$ cat src/rtl/instr_mem_loader.sv
// instr_mem_loader
// Packs a serial byte stream into 32-bit big-endian words and writes them to
// the instruction RAM at byte addresses 0, 4, 8, ... until a halt word is
// seen or the memory is full.
//
// Ports:
//   i_clk         clock, rising edge
//   i_reset       asynchronous active-high reset
//   i_start       one-cycle pulse, begins a new load at address 0 (IDLE/DONE only)
//   i_rx_data     received byte
//   i_rx_valid    one-cycle strobe qualifying i_rx_data
//   o_mem_we      one-cycle RAM write enable
//   o_mem_addr    byte address of the word being written (multiple of 4)
//   o_mem_data    word to write, [31:24] lands at addr, [7:0] at addr+3
//   o_busy        high while collecting bytes
//   o_done        high once the load has finished
//   o_overflow    memory filled without a halt word
//   o_word_count  words written in the current load, halt word included
module instr_mem_loader #(
  parameter int unsigned DATA_WIDTH = 8,
  parameter int unsigned ADDR_WIDTH = 12,
  parameter logic [4*DATA_WIDTH-1:0] HALT_WORD = 32'hFFFFFFFF
) (
  input  logic                    i_clk,
  input  logic                    i_reset,
  input  logic                    i_start,
  input  logic [DATA_WIDTH-1:0]   i_rx_data,
  input  logic                    i_rx_valid,
  output logic                    o_mem_we,
  output logic [ADDR_WIDTH-1:0]   o_mem_addr,
  output logic [4*DATA_WIDTH-1:0] o_mem_data,
  output logic                    o_busy,
  output logic                    o_done,
  output logic                    o_overflow,
  output logic [ADDR_WIDTH-2:0]   o_word_count
);

  localparam int unsigned WORD_W = 4 * DATA_WIDTH;
  localparam int unsigned ACC_W  = 3 * DATA_WIDTH;
  localparam int unsigned CNT_W  = ADDR_WIDTH - 1;

  // Byte address of the last word slot in memory.
  localparam logic [ADDR_WIDTH-1:0] LAST_ADDR = {{(ADDR_WIDTH-2){1'b1}}, 2'b00};

  typedef enum logic [1:0] {
    S_IDLE = 2'd0,
    S_RECV = 2'd1,
    S_DONE = 2'd2
  } state_t;

  state_t                  state_q, state_d;
  logic [1:0]              byte_cnt_q, byte_cnt_d;
  // Holds the last three bytes received; the fourth completes the word.
  logic [ACC_W-1:0]        acc_q, acc_d;
  // Word assembled on the 4th-byte edge, written on the following edge so
  // that the byte stream can keep shifting in without disturbing it.
  logic                    pend_q, pend_d;
  logic [WORD_W-1:0]       pend_word_q, pend_word_d;
  logic [ADDR_WIDTH-1:0]   word_addr_q, word_addr_d;

  logic                    we_d;
  logic [ADDR_WIDTH-1:0]   mem_addr_d;
  logic [WORD_W-1:0]       mem_data_d;
  logic                    busy_d;
  logic                    done_d;
  logic                    ovf_d;
  logic [CNT_W-1:0]        cnt_d;

  logic [WORD_W-1:0]       shifted_c;

  assign shifted_c = {acc_q, i_rx_data};

  // Next-state and next-output logic.
  always_comb begin
    state_d     = state_q;
    byte_cnt_d  = byte_cnt_q;
    acc_d       = acc_q;
    pend_d      = 1'b0;
    pend_word_d = pend_word_q;
    word_addr_d = word_addr_q;
    we_d        = 1'b0;
    mem_addr_d  = o_mem_addr;
    mem_data_d  = o_mem_data;
    done_d      = o_done;
    ovf_d       = o_overflow;
    cnt_d       = o_word_count;

    case (state_q)
      S_IDLE, S_DONE: begin
        if (i_start) begin
          state_d     = S_RECV;
          byte_cnt_d  = 2'd0;
          acc_d       = '0;
          word_addr_d = '0;
          cnt_d       = '0;
          done_d      = 1'b0;
          ovf_d       = 1'b0;
        end
      end

      S_RECV: begin
        if (i_rx_valid) begin
          acc_d      = shifted_c[ACC_W-1:0];
          byte_cnt_d = byte_cnt_q + 2'd1;
          if (byte_cnt_q == 2'd3) begin
            pend_d      = 1'b1;
            pend_word_d = shifted_c;
          end
        end

        // Write the completed word and decide whether the load ends here.
        if (pend_q) begin
          we_d        = 1'b1;
          mem_addr_d  = word_addr_q;
          mem_data_d  = pend_word_q;
          cnt_d       = o_word_count + CNT_W'(1);
          word_addr_d = word_addr_q + ADDR_WIDTH'(4);
          if (pend_word_q == HALT_WORD) begin
            state_d = S_DONE;
            done_d  = 1'b1;
          end else if (word_addr_q == LAST_ADDR) begin
            state_d = S_DONE;
            done_d  = 1'b1;
            ovf_d   = 1'b1;
          end
        end
      end

      default: begin
        state_d = S_IDLE;
      end
    endcase

    busy_d = (state_d == S_RECV);
  end

  // State and output registers.
  always_ff @(posedge i_clk or posedge i_reset) begin
    if (i_reset) begin
      state_q      <= S_IDLE;
      byte_cnt_q   <= 2'd0;
      acc_q        <= '0;
      pend_q       <= 1'b0;
      pend_word_q  <= '0;
      word_addr_q  <= '0;
      o_mem_we     <= 1'b0;
      o_mem_addr   <= '0;
      o_mem_data   <= '0;
      o_busy       <= 1'b0;
      o_done       <= 1'b0;
      o_overflow   <= 1'b0;
      o_word_count <= '0;
    end else begin
      state_q      <= state_d;
      byte_cnt_q   <= byte_cnt_d;
      acc_q        <= acc_d;
      pend_q       <= pend_d;
      pend_word_q  <= pend_word_d;
      word_addr_q  <= word_addr_d;
      o_mem_we     <= we_d;
      o_mem_addr   <= mem_addr_d;
      o_mem_data   <= mem_data_d;
      o_busy       <= busy_d;
      o_done       <= done_d;
      o_overflow   <= ovf_d;
      o_word_count <= cnt_d;
    end
  end

endmodule

$ cat config.mk
export PLATFORM = sky130hd
export DESIGN_NAME = instr_mem_loader
export DESIGN_NICKNAME = d
export VERILOG_FILES = /design/src/rtl/instr_mem_loader.sv
export SDC_FILE = /design/constraint.sdc
export NUM_CORES = 1
export LEC_CHECK = 0
export CAP_MARGIN = 30
export CORE_MARGIN = 3
export CORE_UTILIZATION = 67
export DETAILED_ROUTE_END_ITERATION = 16
export DONT_BUFFER_PORTS = 1
export GPL_ROUTABILITY_DRIVEN = 0
export PLACE_DENSITY = 0.89
export SLEW_MARGIN = 40
export SYNTH_ARGS = -nofsm -noshare
export SYNTH_HDL_FRONTEND = slang
export SYNTH_SLANG_ARGS = --single-unit
export TNS_END_PERCENT = 10
$ cat constraint.sdc
create_clock -name i_clk -period 7.5 [get_ports i_clk]
set_input_delay 0.75 -clock i_clk [delete_from_list [all_inputs] [get_ports i_clk]]
set_output_delay 0.75 -clock i_clk [all_outputs]
set_load 0.01 [all_outputs]
# After elaboration in Yosys (flattened, before gate mapping)
# Cells that the tools add are included.
# Widths: inputs -> output; s select.
dict set report op_classes {
  n_reduce_logical 9
  order_cmp 0
  addsub 3
  div_mod_pow 0
  n_bitwise 0
  n_mux 30
  shift 0
  mul 0
  eq_ne 12
}
# operator n
set ops {}
lappend ops {{$mux 24} 2}
lappend ops {{$pmux 24 s2} 1}
lappend ops {{$eq 32x32->1 const B} 1}
lappend ops {{$mux 12} 2}
lappend ops {{$pmux 12 s2} 1}
lappend ops {{$mux 11} 2}
lappend ops {{$pmux 11 s2} 1}
lappend ops {{$add 12x3->12 const B} 1}
lappend ops {{$eq 12x12->1 const B} 1}
lappend ops {{$mux 2} 6}
lappend ops {{$add 11x1->11 const B} 1}
lappend ops {{$mux 1} 11}
lappend ops {{$ne 2x2->1 const B} 5}
lappend ops {{$reduce_and 3->1} 3}
lappend ops {{$pmux 2 s2} 2}
lappend ops {{$reduce_and 5->1} 1}
lappend ops {{$eq 2x1->1 const B} 2}
lappend ops {{$eq 2x2->1 const B} 2}
lappend ops {{$pmux 1 s2} 2}
lappend ops {{$reduce_and 4->1} 1}
lappend ops {{$ne 3x3->1 const B} 1}
lappend ops {{$add 2x1->2 const B} 1}
lappend ops {{$logic_not 2->1} 1}
lappend ops {{$reduce_and 2->1} 1}
lappend ops {{other kinds (2)} 2}
dict set report totals {
  word_cells 67
  n_memories 0
  romBits 0
  latch_bits 0
  ramBits 0
  regBits 132
  out_inout_bits 59
  in_bits 12
}

# Longest topological paths before layout
# Gate-level depths: netlist (run 1).
dict set report depth {
  ltp_word 6
  ltp_mapped 6
  ltp_nobuf 5
}

# Worst setup path after synthesis (run 1)
# OpenSTA, ideal clock, no wires.
dict set report synth_path {
  kind {in2reg}
  start {in i_start}
  end {reg o_word_count[10]}
  required_time_ns 7.422
  n_path_buf 1
  slack_ns 5.660
  stages 5
  setup_ns 0.078
  arrival_ns 1.762
  cell_sequence {nand2b_4 > buf_6 > a2111o_1 > or3_1 > a21oi_1}
}
dict set report synth_between {
  elab_chain_cells 2
}
# element line_no
set synth_lines {}
lappend synth_lines {{from (decl)} 26} ;# input logic i_start,
lappend synth_lines {{$ne 2x2->1 (no line)} -}
lappend synth_lines {{$reduce_and 3->1 (no line)} -}
lappend synth_lines {{to (signal assigned)} 166} ;# o_word_count <= cnt_d;
lappend synth_lines {{to (decl)} 35} ;# output logic [ADDR_WIDTH-2:0] o_word_count
# Every way passes these cells.
# A chain may end at the register's enable or synchronous reset.

# Worst setup path after layout (run 1)
dict set report layout_path {
  start {reg state_q[1]}
  end {reg word_addr_q[6]}
}
dict set report layout_between {
  elab_chain_cells 4
  word_cells_on_any_way 9
  cone_classes {4 x eq/ne; 1 x mux; 4 x reduce/logical}
}
# element line_no
set layout_lines {}
lappend layout_lines {{from (decl)} 51} ;# state_t state_q, state_d;
lappend layout_lines {{from (signal assigned)} 154} ;# state_q <= state_d;
lappend layout_lines {{$eq 2x2->1 / $logic_not 2->1 (equally long branches)} 88} ;# case (state_q)
lappend layout_lines {{$reduce_or 2->1} 88}
lappend layout_lines {{$ne 2x2->1 (no line) / $reduce_bool 2->1 (equally long branches)} -}
lappend layout_lines {{$reduce_and 3->1 (no line)} -}
lappend layout_lines {{to (signal assigned)} 159} ;# word_addr_q <= word_addr_d;
lappend layout_lines {{to (decl)} 59} ;# logic [ADDR_WIDTH-1:0] word_addr_q, word_addr_d;
# Parallel ways exist; a longest one is shown, timed or not.

==> metrics.yaml, run 1 <==
outcome:
  status: "finished, final reports clean"
routing:
  routed_wl_um: 11800
  first_pass_iters: 5
  drt_iter0_drc: 343
  antenna_left: 0
  routedWlPerCell_um: 19.2
  via_per_inst: 6.13
  drc: 0
  vias: 3758
layout:
  diodes: 0
  syn2layout_area_growth_pct: 11.5
  utilization_pct: 78.3
  layout_common_cells: "nand2_1 (190), dfrtp_1 (128), nand3_1 (33)"
  fin_nets: 519
  layout-drive-gt1-share_pct: 13.4
  layout_commonest_cell: "nand2_1"
placed_design:
  hpwl_um: 7070
  pre_cts_ws_ps: 4700
  io_buffers: 0
die:
  core_mm2: 0.00737
  boundaryPins: 71
  num_rows: 31
  die_area_mm2: 0.00881
  start_util_pct: 70.2
  die_h_um: 93.9
  dieWidth_um: 93.9
power:
  power_leakage_nw: 2.86
  vdd_drop_max_uv: 223
  power_density_mw_per_mm2: 412
  total_power_mw: 2.38
sta:
  tightest_slew_ps: 793
  hold_violations: 0
  period_minus_slack_ps: 2600
  setup_viol: 0
  fmax_ghz: 0.384
  skew_ps: 8.15
  rsz0062_at_grt: "false"
  slew_headroom_pct: 46.9
  worst_slack_ps: 4900
  final_min_period_over_clock_period_pct: 34.7
  hold_slack_ps: 94.6
  tns_ps: 0
  slew_viol_final: 0
grt:
  antenna_found_initial: 0
  grt_pass1_vias: 3820
  grt_max_degree: 95
  gr-total-overflow: 0
  grt_pass1_wl_um: 19100
  grt_usage_pct: 28.9
hold_path:
  min_path_type: "input pin to async pin"
clock_tree:
  clock-sinks: 128
  post_cts_resized: 0
  cts_setup_buffers: 0
  clk_latency_ps: 530
  cts_made_buffers: 17
  cts.clk_slew.worst_paths_ps: 60
  cts_root_buffer: "clkbuf_8"
  htreeDepth: 4
  cts.path.max_buffers: 2
  ctsHoldBuffers: 0
  tritoncts: "yes"
critical_path:
  critPathArrivalTime_ps: 2990
  cp-end-kind: "flip-flop"
  startpoint: "state_q[1]"
  crit_required_ps: 7880
  crit_fanout: 48
  r2r_start: "state_q[1]"
  r2r_slack_ps: 4900
  cp-start-kind: "flip-flop"
  worstSetupPathType: "flip-flop to flip-flop"
yosys:
  syn_inst: 506
  synth-compound-area-share_pct: 2.27
  avgSynthCellArea_um2: 10.2
  yosys.area_share.simple_pct: 22.6
  post_synth_instance_area_mm2: 0.00517
  ys_ff_latch: 128
  synth_cell_types: 36
  seq_area_frac_synth_pct: 61.9
  synth-xor-area-share_pct: 2.20
  yosysWarnings: 0
  synth_adder_area_share_pct: 0.967
  synth.area.mux_share_pct: 6.96
  synth_top_family_by_area: "simple AND/OR/NAND/NOR gates"
run:
  drv_cap: 0
-- registers in the layout, indices dropped and copies added, names as in the netlist, 2 cells and up --
name	cells
acc_q	24
byte_cnt_q	2
o_mem_addr	10
o_mem_data	32
o_word_count	11
pend_word_q	32
state_q	2
word_addr_q	10
-- logic make-up (layout without fill, tap and decap cells) --
kind of cell    count (synthesis)  after routing
buf+inv                        34             41
compound gates                 19             19
xor+xnor                       13             13
other cells                     1              2
fa+ha+maj                       4              4
mux                            32             32
flops                         128            128
simple gates                  275            275
-- worst paths after layout --
check,to,cells past startpoint
min in group i_clk,acc_q[5],2
max in group asynchronous,pend_word_q[23],2
worst max register to register,word_addr_q[6],8
worst min register to register,o_mem_data[31],2
worst min-delay path,o_mem_data[8],1
worst max-delay path,word_addr_q[6],8
-- routing by layer --
metal	wire, um	track usage (%)	vias to the layer above
li1	-	-	1644
met1	4340	34.5	1905
met2	6110	48.2	173
met3	1020	9.05	36
met4	293	12.4	0
met5	0	0	-
-- cell type report --
class | count | area (um2)
fill | 434 | 1600
sequential | 128 | 3200
tap | 99 | 124
multi-input combinational | 345 | 1820
inverter | 7 | 28.8
clock buffer | 23 | 467
timing repair buffer | 4 | 40.0
clock inverter | 7 | 85.1
-- stage by stage --
step	cells	area (um2)
floorplan	507	5180
global placement	582	5190
detailed placement	583	5210
CTS	613	5760
global route	613	5770
finish	613	5770
-- worst max-delay path, stage by stage (launching register included) --
cell	delay, ps
dfrtp_1	410
nand3b_1	500
buf_6	320
buf_4	240
inv_1	140
buf_4	430
nand4_1	180
xor2_1	160
nor2_1	60
-- cell usage after synthesis (all sizes together) --
master / count / area [um2]
a2111o: 1 / 11.3
a21oi: 3 / 15.0
a22o: 1 / 8.76
a31o: 2 / 17.5
a31oi: 1 / 6.26
a32oi: 1 / 8.76
and2: 1 / 6.26
and2b: 1 / 7.51
and3: 1 / 6.26
buf: 13 / 80.1
clkbuf: 14 / 52.6
conb: 1 / 3.75
dfrtp: 128 / 3200
ha: 4 / 50.1
inv: 7 / 26.3
mux2: 32 / 360
nand2: 192 / 723
nand2b: 2 / 20.0
nand3: 33 / 165
nand3b: 1 / 7.51
nand4: 12 / 75.1
nand4b: 1 / 8.76
nor2: 16 / 60.1
nor2b: 1 / 6.26
nor3: 5 / 25.0
nor4: 5 / 31.3
o21ai: 10 / 50.1
or3: 4 / 25.0
xnor2: 7 / 61.3
xor2: 6 / 52.6
-- where the power goes --
part	leakage [nW]	internal (mW)	switching [mW]
clock	0.277	0.492	0.285
combinational	0.996	0.167	0.201
sequential	1.58	0.941	0.292
total	2.86	1.60	0.777
(Power assumes the default switching activity.)
==> run 2: changes to the inputs <==
--- a/config.mk
+++ b/config.mk
@@ -7,11 +7,11 @@
 export LEC_CHECK = 0
 export CAP_MARGIN = 30
 export CORE_MARGIN = 3
-export CORE_UTILIZATION = 67
+export CORE_UTILIZATION = 62
 export DETAILED_ROUTE_END_ITERATION = 16
 export DONT_BUFFER_PORTS = 1
 export GPL_ROUTABILITY_DRIVEN = 0
-export PLACE_DENSITY = 0.89
+export PLACE_DENSITY = 0.84
 export SLEW_MARGIN = 40
 export SYNTH_ARGS = -nofsm -noshare
 export SYNTH_HDL_FRONTEND = slang
==> constraint.sdc (replaced) <==
create_clock -name i_clk -period 2.7 [get_ports i_clk]
set_input_delay 0.27 -clock i_clk [delete_from_list [all_inputs] [get_ports i_clk]]
set_output_delay 0.27 -clock i_clk [all_outputs]
set_load 0.01 [all_outputs]
==> metrics.yaml, run 2 (synthesis results as in run 1) <==
outcome:
  status: "finished, final reports clean"
grt:
  grt_pass1_wl_um: 18900  # -1.2%
  antenna_found_initial: 0  # unchanged
  gr-total-overflow: 0  # unchanged
  grt_usage_pct: 25.1  # -3.7 points
  grt_max_degree: 53  # -44%
  grt_pass1_vias: 3730  # -2.4%
sta:
  tns_ps: 0  # unchanged
  tightest_slew_ps: 819  # +25.7 ps
  hold_slack_ps: 48.3  # -46.3 ps
  setup_viol: 0  # unchanged
  slew_headroom_pct: 45.2  # -1.7 points
  hold_violations: 0  # unchanged
  period_minus_slack_ps: 2050  # -552 ps
  rsz0062_at_grt: "false"
  fmax_ghz: 0.488  # +27%
  slew_viol_final: 0  # unchanged
  skew_ps: 14.8  # +6.69 ps
  final_min_period_over_clock_period_pct: 76.0  # +41 points
placed_design:
  hpwl_um: 7290  # +3.1%
  place_inst: 592  # +1.5%
  io_buffers: 0  # unchanged
  placed_cell_area_mm2: 0.00528  # +1.2%
die:
  die_h_um: 97.4  # +3.7%
  start_util_pct: 65.3  # -4.9 points
  dieWidth_um: 97.4  # +3.7%
  num_rows: 32  # +3.2%
  core_mm2: 0.00793  # +7.6%
  boundaryPins: 71  # unchanged
  die_area_mm2: 0.00948  # +7.5%
hold_path:
  min_path_type: "input pin to flip-flop"
layout:
  layout-drive-gt1-share_pct: 14.3  # +0.89 points
  multi_input_area_mm2: 0.00182  # -0.21%
  reg.largest.list: "o_mem_data x32, pend_word_q x32, acc_q x24"
  layout_common_cells: "nand2_1 (190), dfrtp_1 (128), nand3_1 (33)"
  fin_nets: 534  # +2.9%
  syn2layout_area_growth_pct: 14.8
  layout_commonest_cell: "nand2_1"
  final_cell_area_mm2: 0.00594  # +2.9%
  stdcell_count: 633  # +3.3%
  seq_area_mm2: 0.00320  # unchanged
  fillers: 476  # +9.7%
  diodes: 0  # unchanged
clock_tree:
  tritoncts: "yes"
  post_cts_resized: 0  # unchanged
  clock-sinks: 128  # unchanged
  cts_root_buffer: "clkbuf_8"
  cts.path.max_buffers: 2  # unchanged
  cts.clk_slew.worst_paths_ps: 60  # about the same
  htreeDepth: 4  # unchanged
  cts_made_buffers: 17  # unchanged
  cts_setup_buffers: 0  # unchanged
  clk_latency_ps: 530  # about the same
critical_path:
  cp-end-kind: "flip-flop"
  critPathArrivalTime_ps: 2450  # -540 ps
  crit_required_ps: 3100  # -4780 ps
  r2r_slack_ps: 650  # -4250 ps
  crit_fanout: 33  # -31%
  cp-start-kind: "flip-flop"
  worstSetupPathType: "flip-flop to flip-flop"
power:
  power_leakage_nw: 2.91  # +2.1%
  vdd_drop_max_uv: 594  # +170%
  power_density_mw_per_mm2: 1110  # +170%
routing:
  first_pass_iters: 5  # unchanged
  antenna_left: 0  # unchanged
  drc: 0  # unchanged
  drt_iter0_drc: 322  # -6.1%
  routed_wl_um: 11400  # -3.3%
  via_per_inst: 5.89  # -4.0%
  routedWlPerCell_um: 18.0  # -6.4%
  vias: 3727  # -0.82%
run:
  drv_cap: 0  # unchanged
## run 2: per-stage QoR
| step | worst slack [ps] | utilization, % | power [mW] |
|---|---|---|---|
| after global placement | 838 | 66.3 | 4.30 |
| after CTS | 686 | 74.9 | 6.61 |
| after global routing | 579 | 74.9 | 6.91 |
| final | 649 | 74.9 | 6.59 |
| after floorplan | 849 | - | 4.04 |
| after detailed placement | 733 | 66.6 | 4.42 |
## run 2: report_power, final
group	internal, mW	leakage, nW	switching (mW)
Clock	1.34	0.269	0.809
Sequential	2.61	1.58	0.807
Combinational	0.479	1.06	0.541
Total	4.43	2.91	2.16
## run 2: final cells by class
type	count	area share, %
Inverter	7	0.506
Tap cell	102	2.15
Clock inverter	8	1.33
Clock buffer	24	8.26
Sequential cell	128	53.9
Timing Repair Buffer	19	3.20
Multi-Input combinational cell	345	30.6
## run 2: timing repair
item | 4_1_cts | 5_1_grt
endpoints found under the hold margin | 68 | 0
setup endpoints to repair | 0 | 0
hold buffers | 9 | 0
## run 2: critical path, cell delays in order, from the launching register on
cell and delay (ps):
dfrtp_1 420, and2b_1 240, and2_1 210, nand2_2 600, mux2_2 430
## run 2: worst paths after layout
check | to | depth (start not counted) | from
worst max-delay path | pend_word_q[4] | 4 | state_q[0]
worst min-delay path | state_q[1] | 2 | i_start
worst max register to register | pend_word_q[4] | 4 | state_q[0]
worst min register to register | o_mem_data[13] | 2 | pend_word_q[13]
max in group asynchronous | acc_q[11] | 3 | i_reset
min in group asynchronous | pend_word_q[10] | 2 | i_reset
## run 2: metal layers
layer  GRT usage, %  part of all wire [%]
met5              0                     0
met4           10.0                   2.1
met3           8.40                   7.8
met2           40.9                    51
met1           31.1                    40
==> run 3: changes to the inputs <==
==> constraint.sdc (replaced) <==
create_clock -name i_clk -period 2.04 [get_ports i_clk]
set_input_delay 0.204 -clock i_clk [delete_from_list [all_inputs] [get_ports i_clk]]
set_output_delay 0.204 -clock i_clk [all_outputs]
set_load 0.01 [all_outputs]
==> metrics.yaml, run 3 (synthesis results as in run 1) <==
outcome:
  status: "finished, final reports clean"
critical_path:
  cpMaxStageDelayCell: "nor4_1"
  cp_top_family: "simple AND/OR/NAND/NOR gates"
  slowest_delay_ps: 600  # about the same
  cp-end-kind: "flip-flop"
  cp-start-kind: "flip-flop"
  path_cells: "nand4_1 > nor4_1 > nand2_1 > a31o_2"
  critPathArrivalTime_ps: 2220  # -230 ps
  reg2reg_depth: 4  # unchanged
  crit_fanout: 4  # -88%
  crit_required_ps: 2450  # -650 ps
  worstSetupPathType: "flip-flop to flip-flop"
  path_depth: 4  # unchanged
  crit_buf_inv: 0  # unchanged
die:
  core_mm2: 0.00793  # unchanged
  die_area_mm2: 0.00948  # unchanged
  start_util_pct: 65.3  # unchanged
  num_rows: 32  # unchanged
  boundaryPins: 71  # unchanged
  dieWidth_um: 97.4  # unchanged
  die_h_um: 97.4  # unchanged
clock_tree:
  htreeDepth: 4  # unchanged
  cts_made_buffers: 17  # unchanged
  cts.clk_slew.worst_paths_ps: 60  # about the same
  cts_root_buffer: "clkbuf_8"
  cts.path.max_buffers: 2  # unchanged
  clock-sinks: 128  # unchanged
  clk_latency_ps: 530  # about the same
  tritoncts: "yes"
sta:
  slew_headroom_pct: 56.9  # +12 points
  rsz0062_at_grt: "false"
  skew_ps: 7.45  # -7.40 ps
  fmax_ghz: 0.551  # +13%
  final_min_period_over_clock_period_pct: 89.0  # +13 points
  slew_viol_final: 0  # unchanged
  hold_violations: 0  # unchanged
  tightest_slew_ps: 647  # -172 ps
  setup_viol: 0  # unchanged
  hold_slack_ps: 30.7  # -17.6 ps
  period_minus_slack_ps: 1820  # -235 ps
  tns_ps: 0  # unchanged
routing:
  drt_iter0_drc: 299  # -7.1%
  drc: 0  # unchanged
  antenna_left: 0  # unchanged
  vias: 3672  # -1.5%
  first_pass_iters: 6  # +1
  routed_wl_um: 11300  # -0.92%
  via_per_inst: 5.80  # -1.5%
  routedWlPerCell_um: 17.8  # -0.92%
layout:
  layout-drive-gt1-share_pct: 14.3  # unchanged
  layout_commonest_cell: "nand2_1"
  reg.largest.list: "o_mem_data x32, pend_word_q x32, acc_q x24"
  layout_common_cells: "nand2_1 (191), dfrtp_1 (128), nand3_1 (33)"
  syn2layout_area_growth_pct: 15.4
  fin_nets: 534  # unchanged
  diodes: 0  # unchanged
  fillers: 501  # +5.3%
  stdcell_count: 633  # unchanged
grt:
  grt_use_met1_pct: 32.8  # +1.8 points
  grt_use_met2_pct: 39.0  # -1.9 points
  grt_pass1_wl_um: 18800  # -0.91%
  grt.busiest_layer: "met2"
  antenna_found_initial: 0  # unchanged
  grt_usage_pct: 24.9  # -0.19 points
  grt_pass1_vias: 3674  # -1.5%
  gr-total-overflow: 0  # unchanged
  gr-usage-met3_pct: 8.04  # -0.36 points
  grt_max_degree: 129  # +140%
hold_path:
  whs_path_depth: 2  # unchanged
  min_path_type: "input pin to flip-flop"
placed_design:
  io_buffers: 0  # unchanged
  hpwl_um: 6910  # -5.3%
  place_inst: 591  # -0.17%
power:
  power_leakage_nw: 2.93  # +0.71%
  vdd_drop_max_uv: 790  # +33%
  power_density_mw_per_mm2: 1490  # +34%
run:
  drv_cap: 0  # unchanged
-- run 3: metrics by stage --
step	power [mW]	cell area [um2]	worst slack [ps]	util (%)
floorplan	5.34	5180	255	-
global placement	5.70	5270	364	66.5
detailed placement	5.84	5270	321	66.5
CTS	8.93	5970	302	75.4
global route	9.36	5970	202	75.4
finish	8.89	5970	225	75.4
-- run 3: power by group --
group | internal (mW) | switching (mW) | leakage [nW] | total, mW
Sequential | 3.46 | 1.04 | 1.58 | 4.50
Clock | 1.92 | 1.12 | 0.290 | 3.04
Combinational | 0.633 | 0.716 | 1.06 | 1.35
Total | 6.02 | 2.87 | 2.93 | 8.89
-- run 3: final timing paths --
path / startpoint / to / slack, ps
setup / recovery: pend_word_q[20] / state_q[0] / 220
hold / removal: i_start / word_addr_q[10] / 30
setup reg to reg: pend_word_q[20] / state_q[0] / 220
hold reg to reg: pend_word_q[27] / o_mem_data[27] / 490
max in group asynchronous: i_reset / o_mem_addr[11] / 1220
min in group asynchronous: i_reset / pend_word_q[6] / 340
-- run 3: metal layers --
| layer | part of all wire [%] | vias to the layer above | wire length, um |
|---|---|---|---|
| met3 | 7.1 | 23 | 799 |
| met4 | 2.0 | 0 | 220 |
| met5 | 0 | - | 0 |
| met1 | 42 | 1820 | 4760 |
| li1 | - | 1689 | - |
| met2 | 49 | 140 | 5490 |
-- run 3: worst register-to-register path, stage by stage (launching register included) --
cell and delay (ps):
dfrtp_1 370, nand4_1 170, nor4_1 600, nand2_1 260, a31o_2 300
-- run 3: cell type report --
| type | count | area (um2) | area share, % |
|---|---|---|---|
| inverter | 7 | 30.0 | 0.503 |
| timing repair buffer | 19 | 193 | 3.23 |
| clock inverter | 13 | 163 | 2.72 |
| sequential | 128 | 3200 | 53.6 |
| tap | 102 | 128 | 2.14 |
| clock buffer | 19 | 442 | 7.39 |
| multi-input combinational | 345 | 1820 | 30.4 |
-- run 3: what timing repair did --
| item | in CTS | in global routing |
|---|---|---|
| buffers inserted | 0 | 0 |
| resized for setup | 0 | 0 |
| hold endpoints to repair | 145 | 0 |
| hold buffers | 10 | 0 |
| setup endpoints to repair | 0 | 0 |
